==> config.mk <==
export PLATFORM = sky130hd
export DESIGN_NAME = dct_block_sched_flat
export DESIGN_NICKNAME = d
export VERILOG_FILES = /design/src/rtl/dct_block_sched_if.sv /design/src/rtl/dct_block_sched.sv /design/src/flat_wrapper.sv
export SDC_FILE = /design/constraint.sdc
export NUM_CORES = 1
export LEC_CHECK = 0
export ABC_AREA = 1
export CAP_MARGIN = 20
export CORE_UTILIZATION = 40
export DETAILED_ROUTE_END_ITERATION = 6
export PLACE_DENSITY = 0.75
export SETUP_SLACK_MARGIN = 0.05
export SYNTH_ARGS = -nofsm -noshare
export SYNTH_HDL_FRONTEND = slang
export SYNTH_SLANG_ARGS = --single-unit
==> constraint.sdc <==
create_clock -name clk -period 5.92 [get_ports clk]
set_clock_uncertainty 0.15 [all_clocks]
set_input_delay 1.776 -clock clk [delete_from_list [all_inputs] [get_ports clk]]
set_output_delay 1.776 -clock clk [all_outputs]
set_load 0.005 [all_outputs]
==> src/rtl/dct_block_sched_if.sv <==
// Bus bundle between the DCT block scheduler and its neighbours: sample stream in,
// block/enable to the zone bank, coefficients back, and the coefficient stream out.
interface dct_block_sched_if #(
   parameter int N  = 8,
   parameter int IW = 8,
   parameter int CW = 19
);
   logic                 s_valid;
   logic signed [IW-1:0] s_data;
   logic                 s_ready;
   logic [N*IW-1:0]      blk_data;
   logic                 dct_en;
   logic                 dct_cs;
   logic [N*CW-1:0]      coef_in;
   logic                 m_valid;
   logic signed [CW-1:0] m_data;
   logic [2:0]           m_idx;
   logic                 m_last;
   logic                 m_ready;
   logic                 busy;

   // master: the scheduler; slave: sample source, zone bank and RLE stage
   modport master (
      input  s_valid, s_data, coef_in, m_ready,
      output s_ready, blk_data, dct_en, dct_cs, m_valid, m_data, m_idx, m_last, busy
   );
   modport slave (
      output s_valid, s_data, coef_in, m_ready,
      input  s_ready, blk_data, dct_en, dct_cs, m_valid, m_data, m_idx, m_last, busy
   );
endinterface

==> src/rtl/dct_block_sched.sv <==
// Frames 8-sample blocks, runs the dct_z0..7 bank for DCT_LAT cycles and drains the coefficients.
// Optional macro DCT_SCHED_OVERLAP_FILL_EN: accept the next block's samples while draining.
module dct_block_sched #(
   parameter int N       = 8,
   parameter int IW      = 8,
   parameter int CW      = 19,
   parameter int DCT_LAT = 9
) (
   input  logic             clk,
   input  logic             rst,
   dct_block_sched_if.master bus
);
   localparam int RW = $clog2(DCT_LAT + 1);

   typedef enum logic [1:0] {FILL, RUN, DRAIN} state_t;

   state_t               r_state, w_state_next;
   logic [2:0]           r_cnt, w_cnt_next;
   logic [2:0]           r_idx, w_idx_next;
   logic [RW-1:0]        r_run, w_run_next;
   logic signed [IW-1:0] r_slot [N];
   logic signed [CW-1:0] r_buf  [N];
   logic                 w_s_ready;
   logic                 w_s_fire;
   logic                 w_m_fire;
   logic                 w_capture;
   logic                 w_last_sample;

`ifdef DCT_SCHED_OVERLAP_FILL_EN
   logic r_full, w_full_next;
`endif

   always_comb begin
`ifdef DCT_SCHED_OVERLAP_FILL_EN
      w_s_ready = ~rst & ~r_full & ((r_state == FILL) | (r_state == DRAIN));
`else
      w_s_ready = ~rst & (r_state == FILL);
`endif
      w_s_fire      = bus.s_valid & w_s_ready;
      w_m_fire      = (r_state == DRAIN) & bus.m_ready;
      w_last_sample = w_s_fire & (r_cnt == 3'(N - 1));
   end

   always_comb begin
      w_state_next = r_state;
      w_cnt_next   = w_s_fire ? r_cnt + 3'd1 : r_cnt;
      w_idx_next   = r_idx;
      w_run_next   = '0;
      w_capture    = 1'b0;
      case (r_state)
         FILL: begin
            if (w_last_sample) w_state_next = RUN;
         end
         RUN: begin
            if (r_run == RW'(DCT_LAT - 1)) begin
               w_state_next = DRAIN;
               w_capture    = 1'b1;
            end else begin
               w_run_next = r_run + RW'(1);
            end
         end
         DRAIN: begin
            if (w_m_fire) begin
               w_idx_next = r_idx + 3'd1;
               if (r_idx == 3'(N - 1)) begin
`ifdef DCT_SCHED_OVERLAP_FILL_EN
                  // A block completed during (or exactly at the end of) the drain starts at once
                  w_state_next = (r_full | w_last_sample) ? RUN : FILL;
`else
                  w_state_next = FILL;
`endif
               end
            end
         end
         default: w_state_next = FILL;
      endcase
`ifdef DCT_SCHED_OVERLAP_FILL_EN
      if (w_state_next == RUN)  w_full_next = 1'b0;
      else if (w_last_sample)   w_full_next = 1'b1;
      else                      w_full_next = r_full;
`endif
   end

   always_ff @(posedge clk or posedge rst) begin
      if (rst) begin
         r_state <= FILL;
         r_cnt   <= '0;
         r_idx   <= '0;
         r_run   <= '0;
`ifdef DCT_SCHED_OVERLAP_FILL_EN
         r_full  <= 1'b0;
`endif
      end else begin
         r_state <= w_state_next;
         r_cnt   <= w_cnt_next;
         r_idx   <= w_idx_next;
         r_run   <= w_run_next;
`ifdef DCT_SCHED_OVERLAP_FILL_EN
         r_full  <= w_full_next;
`endif
      end
   end

   // Sample slots load only on handshake; the coefficient buffer only on the capture edge
   always_ff @(posedge clk or posedge rst) begin
      if (rst) begin
         for (int k = 0; k < N; k++) begin
            r_slot[k] <= '0;
            r_buf[k]  <= '0;
         end
      end else begin
         for (int k = 0; k < N; k++) begin
            if (w_s_fire && (r_cnt == 3'(k))) r_slot[k] <= bus.s_data;
            if (w_capture) r_buf[k] <= bus.coef_in[k*CW +: CW];
         end
      end
   end

   generate
      for (genvar gi = 0; gi < N; gi++) begin : g_blk
         assign bus.blk_data[gi*IW +: IW] = r_slot[gi];
      end
   endgenerate

   assign bus.s_ready = w_s_ready;
   assign bus.dct_en  = (r_state == RUN);
   assign bus.dct_cs  = (r_state == RUN);
   assign bus.m_valid = (r_state == DRAIN);
   assign bus.m_data  = r_buf[r_idx];
   assign bus.m_idx   = r_idx;
   assign bus.m_last  = (r_state == DRAIN) & (r_idx == 3'(N - 1));
   assign bus.busy    = (r_state != FILL) | (r_cnt != 3'd0);
endmodule

==> src/flat_wrapper.sv <==
// flat-port wrapper written by rule: the top's interface ports become plain ports
module dct_block_sched_flat 
#(
   parameter int N       = 8,
   parameter int IW      = 8,
   parameter int CW      = 19,
   parameter int DCT_LAT = 9
)
  (clk, rst, bus_s_valid, bus_s_data, bus_coef_in, bus_m_ready, bus_s_ready, bus_blk_data, bus_dct_en, bus_dct_cs, bus_m_valid, bus_m_data, bus_m_idx, bus_m_last, bus_busy);
  dct_block_sched_if #(.N(N), .IW(IW), .CW(CW)) bus_i ();
  input  logic clk;
  input  logic rst;
  input wire logic [$bits(bus_i.s_valid)-1:0] bus_s_valid;
  input wire logic [$bits(bus_i.s_data)-1:0] bus_s_data;
  input wire logic [$bits(bus_i.coef_in)-1:0] bus_coef_in;
  input wire logic [$bits(bus_i.m_ready)-1:0] bus_m_ready;
  output wire logic [$bits(bus_i.s_ready)-1:0] bus_s_ready;
  output wire logic [$bits(bus_i.blk_data)-1:0] bus_blk_data;
  output wire logic [$bits(bus_i.dct_en)-1:0] bus_dct_en;
  output wire logic [$bits(bus_i.dct_cs)-1:0] bus_dct_cs;
  output wire logic [$bits(bus_i.m_valid)-1:0] bus_m_valid;
  output wire logic [$bits(bus_i.m_data)-1:0] bus_m_data;
  output wire logic [$bits(bus_i.m_idx)-1:0] bus_m_idx;
  output wire logic [$bits(bus_i.m_last)-1:0] bus_m_last;
  output wire logic [$bits(bus_i.busy)-1:0] bus_busy;
  assign bus_i.s_valid = bus_s_valid;
  assign bus_i.s_data = bus_s_data;
  assign bus_i.coef_in = bus_coef_in;
  assign bus_i.m_ready = bus_m_ready;
  assign bus_s_ready = bus_i.s_ready;
  assign bus_blk_data = bus_i.blk_data;
  assign bus_dct_en = bus_i.dct_en;
  assign bus_dct_cs = bus_i.dct_cs;
  assign bus_m_valid = bus_i.m_valid;
  assign bus_m_data = bus_i.m_data;
  assign bus_m_idx = bus_i.m_idx;
  assign bus_m_last = bus_i.m_last;
  assign bus_busy = bus_i.busy;
  dct_block_sched #(.N(N), .IW(IW), .CW(CW), .DCT_LAT(DCT_LAT)) u_core (.clk(clk), .rst(rst), .bus(bus_i));
endmodule
# Yosys cells after proc, flatten, opt, wreduce, memory -nomap -nowiden
# Cells that the tools add are included.
# op_classes
add_sub_neg	3
mul	0
div	0
n_lt_le_gt_ge	1
n_eq_ne	15
n_shift	0
muxes	12
bitwise_logic	8
reduce_logical	14
# ops
operator	n
19-bit binary-select mux with 3-bit select	1
19-bit 2-to-1 mux	2
3-bit equality test, second input constant	5
1-bit logical AND	8
2-bit 2-to-1 mux	4
4-bit 2-to-1 mux	2
2-bit by 1-bit inequality test with 1-bit output, second input constant	4
3-bit by 1-bit adder with 3-bit output, second input constant	2
3-bit by 2-bit equality test with 1-bit output, second input constant	2
2-bit case mux with 3 select lines	1
1-bit AND	5
4-bit by 1-bit adder with 4-bit output, second input constant	1
4-bit equality test, second input constant	1
4-bit >= comparator, second input constant	1
3-bit NOT with 4-bit output	1
4-bit AND reduction	1
3-bit by 1-bit equality test with 1-bit output, second input constant	1
3-bit logical NOT	1
3-bit nonzero test	1
2-bit by 1-bit equality test with 1-bit output, second input constant	1
2-bit equality test, second input constant	1
2-bit logical NOT	1
1-bit 2-to-1 mux	2
2-bit AND reduction	1
3 further kinds	3
# totals
register_bits	228
latch_bits	0
ramBits	0
mem_bits_ro	0
input_bits	164
out_inout_bits	92
elab_cells	73
n_memories	0

# Longest topological paths before layout
# Gate-level depths: netlist of the first run.
# logic_depth
depth_word	6
depth_mapped	9
mapped_depth_nobuf	8

# Least setup slack after synthesis of the first run
# Ideal clock, no wire load.
# synth_path
kind	in2reg
from	input port rst
to	register u_core.r_slot, in the netlist u_core.bus.blk_data[0]
setup_time_ns	0.121
arrival_ns	5.403
required_ns	5.649
path_slack_ns	0.246
cell_stages	4
n_path_buf	0
cell_sequence	inv_2 nand4_1 nand2_1 nand2_1
# synth_via
elab_chain_cells	4
# synth_lines
item	line	text
start, declared	flat_wrapper.sv:12	input logic rst;
1-bit NOT	dct_block_sched.sv:37	w_s_ready = ~rst & (r_state == FILL);
1-bit AND	dct_block_sched.sv:37	
1-bit AND	dct_block_sched.sv:39	w_s_fire = bus.s_valid & w_s_ready;
1-bit logical AND	dct_block_sched.sv:113	if (w_s_fire && (r_cnt == 3'(k))) r_slot[k] <= bus.s_data;
end signal, assigned by index	dct_block_sched.sv:113	
end, declared	dct_block_sched.sv:21	logic signed [IW-1:0] r_slot [N];
# Every way passes these cells.
# A chain may end at the register's enable or synchronous reset.

# Worst setup path in the final report of the first run
# layout_path
from	input port rst
to	output port bus_s_ready
# layout_via
elab_chain_cells	2
# layout_lines
item	line	text
1-bit NOT	dct_block_sched.sv:37	
1-bit AND	dct_block_sched.sv:37	
end, declared	flat_wrapper.sv:17	output wire logic [$bits(bus_i.s_ready)-1:0] bus_s_ready;
# Every way passes these cells.

==> results of run 1 <==
==> per-stage QoR <==
stage | instance area, um2 | setup slack (ns) | hold WS, ns | total power [mW]
CTS | 14200 | 1.01 | 0.330 | 5.39
detailed placement | 13300 | 1.00 | 0.314 | 3.68
global placement | 13300 | 1.00 | 0.313 | 3.62
finish | 14200 | 1.01 | 0.327 | 5.35
global route | 14200 | 0.837 | 0.345 | 5.64
floorplan | 10600 | 0.246 | 0.305 | 2.82
==> synthesized netlist by cell type, drive strengths merged <==
master  number  share of area
ha          10          0.012
nand2      420           0.15
o21ai       18         0.0085
nor3         1        0.00047
xnor2        1        0.00082
xor2         2         0.0016
buf         46          0.033
a21oi      155          0.076
clkbuf      22         0.0078
inv        181          0.064
nand3       78          0.037
and3         2         0.0012
dfrtp      228           0.54
nor3b        1        0.00071
nand4        8         0.0059
nor2       171          0.066
==> critical path, stage by stage <==
cell and delay (ns):
clkdlybuf4s50_1 0.51, nor3_1 0.17, clkdlybuf4s50_1 0.53
==> power groups by stage <==
stage                     combinational, mW  clock, mW  sequential [mW]
after detailed placement               1.53          0             2.15
after global routing                   1.68       1.78             2.17
after CTS                              1.54       1.73             2.13
after floorplan                       0.692          0             2.13
final                                  1.53       1.69             2.13
after global placement                 1.49          0             2.13
==> per-layer routing <==
metal / up-vias / track usage
li1: 4551 / -
met1: 4421 / 0.302
met2: 346 / 0.355
met3: 71 / 0.0272
met4: 0 / 0.107
met5: - / 0
==> cell families after synthesis <==
family,after synthesis,share of synthesized area
buffers and inverters,249,0.105
XOR/XNOR,3,0.00247
flip-flops,228,0.536
adder cells (fa/ha/maj),10,0.0118
AO/OA/AOI/OAI,173,0.0849
AND/OR/NAND/NOR,681,0.260
==> state kept, by name (all words and copies together), names as in the netlist <==
register / cells
u_core.r_state: 2
u_core.bus.blk_data: 64
u_core.r_cnt: 3
u_core.r_buf: 152
u_core.r_run: 4
u_core.bus.m_idx: 3
==> final timing paths <==
| path | start | to | slack, ns | cells after the start |
|---|---|---|---|---|
| worst max-delay path | rst | bus_s_ready | 1.01 | 3 |
| worst min-delay path | u_core.bus.blk_data[8] | u_core.bus.blk_data[8] | 0.33 | 2 |
| worst max register to register | u_core.r_run[0] | u_core.r_buf[23] | 3.06 | 8 |
| worst min register to register | u_core.bus.blk_data[8] | u_core.bus.blk_data[8] | 0.33 | 2 |
| max in group asynchronous | rst | u_core.bus.m_idx[0] | 2.66 | 3 |
| min in group asynchronous | rst | u_core.bus.blk_data[23] | 1.63 | 2 |
==> layout make-up <==
cell class | count | area (um2)
antenna | 5 | 12.5
clock buffer | 40 | 805
clock inverter | 7 | 114
fill | 2391 | 11800
inverter | 181 | 687
multi-input combinational | 867 | 3830
sequential | 228 | 5710
tap | 335 | 419
timing repair buffer | 264 | 2640
==> impl_metrics.json, run 1 <==
{
  "path_clk_slew_ns": 0.06,
  "postLayoutCoreUtil": 0.545,
  "startpoint_type": "primary input",
  "fmax_mhz": 204,
  "drt_wl_total_um": 30600,
  "worstPathRequired_ns": 3.99,
  "combPwrFrac": 0.285,
  "hold_viol_final": 0,
  "place_inst": 1874,
  "power.internal_mw": 3.78,
  "drv_cap": 0,
  "viasPerCell": 4.87,
  "relSlewSlack": 0.385,
  "antenna_found_initial": 5,
  "finalNonFillerCells": 1927,
  "grt_max_degree": 148,
  "power.sequential.fraction": 0.398,
  "cp.arrival_ns": 2.99,
  "synth_area_per_cell_um2": 7.91,
  "dieArea_mm2": 0.0272,
  "synth-seq-area-share": 0.536,
  "tritoncts": "done",
  "p_leak_nw": 7.22,
  "met3_length_um": 1910,
  "overflow": 0,
  "rows": 59,
  "pwr-share-clk": 0.317,
  "grt_pass1_wl_um": 46900,
  "ys_ff_latch": 228,
  "grt.total_usage": 0.223,
  "routed.top_layer": "met4",
  "finalCritPeriodShare": 0.830,
  "numCtsBuffers": 26,
  "drt_iter0_drc": 851,
  "initial_utilization": 0.408,
  "crit_type": "primary input to output pin",
  "fin_crit_ns": 4.91,
  "wl_per_cell_um": 15.9,
  "dp_hpwl_um": 21200,
  "grt_pass1_vias": 8813,
  "synth_area_mm2": 0.0106,
  "drc": 0,
  "power.switching_mw": 1.57,
  "power_density_mw_per_mm2": 377,
  "yosys.cell_types.count": 26,
  "peakVddDrop_mv": 0.238,
  "clock_sinks": 228,
  "end_kind": "output pin",
  "synth_warnings": 0,
  "ios": 256,
  "tightestPinTransition_ns": 0.923,
  "sw_frac_of_total": 0.293,
  "final_cell_mix": "nand2_1, clkdlybuf4s50_1, dfrtp_1, inv_1, nor2_1",
  "cts_resized": 0,
  "core_area_mm2": 0.0261,
  "vias": 9389,
  "fp.dieW_um": 165,
  "final_net_count": 1742,
  "firstDrtPassIters": 5,
  "gp_congestion": 0.883,
  "maxSlewViolCount": 0,
  "grt_setup_unrepaired": "no",
  "post-cts-setup-buffers": 0,
  "wl_met1_um": 12900,
  "hold_path.class": "flip-flop to flip-flop",
  "ant_nets": 0,
  "status": "finished, final reports clean",
  "cts_hold_buffers": 0,
  "route.met2.wl_um": 14600,
  "syn_inst": 1344,
  "final-setup-viol-count": 0,
  "cts-root-buf": "clkbuf_16",
  "port_buffers": 255,
  "clock_latency_ns": 0.52,
  "finalSetupTns_ns": 0,
  "drive_above_1_share": 0.0485,
  "syn_to_final_growth_pct": 33.6,
  "final_common_cell": "nand2_1",
  "syn_nets": 1518,
  "die_y_um": 165,
  "cp_max_fo": 2,
  "clock_path_buffers": 3,
  "htree_levels": 1
}
Power figures use the tool's default switching activity.
==> inputs of run 2 (changes only) <==
==> constraint.sdc (replaced) <==
create_clock -name clk -period 4.9 [get_ports clk]
set_clock_uncertainty 0.15 [all_clocks]
set_input_delay 1.47 -clock clk [delete_from_list [all_inputs] [get_ports clk]]
set_output_delay 1.47 -clock clk [all_outputs]
set_load 0.005 [all_outputs]
==> impl_metrics.json, run 2 (synthesized netlist as in run 1, its figures left out) <==
{
  "final_net_count": 1746,
  "relSlewSlack": 0.316,
  "cts_hold_buffers": 0,
  "drc": 0,
  "fillCellCount": 2383,
  "core_area_mm2": 0.0261,
  "fin_ws_ns": 0.470,
  "largest_reg_flops": 152,
  "top_register": "u_core.r_buf",
  "placed_area_mm2": 0.0133,
  "p_leak_nw": 7.19,
  "drive_above_1_share": 0.0479,
  "port_buffers": 255,
  "worstPathCellList": "buf_4 > nand3_1 > nand2_1 > nand2_1 > nand2_1 > clkdlybuf4s50_1",
  "worstPathRequired_ns": 3.28,
  "grt_pass1_wl_um": 46000,
  "initial_utilization": 0.408,
  "tritoncts": "done",
  "use_met3": 0.0275,
  "finalInstanceArea_mm2": 0.0141,
  "grt_busiest_layer": "met2",
  "peakVddDrop_mv": 0.244,
  "startpoint_type": "flip-flop",
  "gp_congestion": 0.889,
  "tightestPinTransition_ns": 1.03,
  "maxSlewViolCount": 0,
  "clock_sinks": 228,
  "met2_usage": 0.351,
  "grt_util_met1": 0.297,
  "finalSetupTns_ns": 0,
  "clock_path_buffers": 3,
  "die_y_um": 165,
  "finalCritPeriodShare": 0.904,
  "overflow": 0,
  "cp.arrival_ns": 2.81,
  "dp_hpwl_um": 21000,
  "cpPeakStageDelay_ns": 0.87,
  "postLayoutCoreUtil": 0.542,
  "grt_max_degree": 170,
  "final_cell_mix": "nand2_1, clkdlybuf4s50_1, dfrtp_1, inv_1, nor2_1",
  "worst_path_max_delay_cell": "dfrtp_1",
  "fin_hold_ws_ns": 0.327,
  "cts_resized": 0,
  "regArea_mm2": 0.00571,
  "grt.total_usage": 0.219,
  "crit_top_cell": "nand2_1",
  "cts-root-buf": "clkbuf_16",
  "syn_to_final_growth_pct": 32.8,
  "finalNonFillerCells": 1927,
  "dieArea_mm2": 0.0272,
  "cp_max_fo": 21,
  "grt_pass1_vias": 8826,
  "firstDrtPassIters": 6,
  "hold_path.class": "flip-flop to flip-flop",
  "grt_setup_unrepaired": "no",
  "clock_latency_ns": 0.53,
  "ant_nets": 0,
  "place_inst": 1878,
  "antenna_found_initial": 4,
  "post-cts-setup-buffers": 0,
  "hold_viol_final": 0,
  "multi_input_area_mm2": 0.00383,
  "final_common_cell": "nand2_1",
  "fin_crit_ns": 4.43,
  "drt_wl_total_um": 30300,
  "path_clk_slew_ns": 0.06,
  "post-place-ws_ns": 0.565,
  "power_density_mw_per_mm2": 441,
  "status": "finished, final reports clean",
  "power_mw": 6.23,
  "vias": 9346,
  "final-setup-viol-count": 0,
  "end_kind": "output pin",
  "ios": 256,
  "numCtsBuffers": 26,
  "rows": 59,
  "fmax_mhz": 226,
  "wl_per_cell_um": 15.7,
  "htree_levels": 1,
  "viasPerCell": 4.85,
  "fp.dieW_um": 165,
  "crit_type": "flip-flop to output pin",
  "drt_iter0_drc": 851,
  "drv_cap": 0
}
[run 2: final timing paths]
path	from	slack, ns	to	cells past startpoint
setup / recovery	u_core.bus.m_idx[1]	0.47	bus_m_data[14]	6
hold / removal	u_core.bus.blk_data[2]	0.33	u_core.bus.blk_data[2]	2
setup reg to reg	u_core.r_run[0]	2.15	u_core.r_buf[94]	8
hold reg to reg	u_core.bus.blk_data[2]	0.33	u_core.bus.blk_data[2]	2
max in group asynchronous	rst	2.31	u_core.bus.m_idx[0]	4
min in group asynchronous	rst	1.27	u_core.bus.blk_data[35]	2
[run 2: critical path: cells and delay by family, from the launching register on]
family	cells	cell delay, ns
buffers and inverters	2	0.91
flip-flops	1	0.87
AND/OR/NAND/NOR	4	0.48
[run 2: area by class of cell]
type,instances,area share
multi-input cells,867,0.271
clock buffers,38,0.0528
inverters,181,0.0486
clock inverters,6,0.00319
flip-flops and latches,228,0.404
repair buffers,268,0.190
well taps,335,0.0297
diodes,4,0.000709
[run 2: power breakdown]
group / switching (mW) / internal, mW / total, mW
Combinational: 0.901 / 0.947 / 1.85
Sequential: 0.226 / 2.35 / 2.57
Clock: 0.757 / 1.05 / 1.80
Total: 1.88 / 4.34 / 6.23
[run 2: per-layer routing]
layer / vias up / wire, um
li1: 4559 / -
met1: 4398 / 12800
met2: 319 / 14400
met3: 70 / 1840
met4: 0 / 1250
met5: - / 0
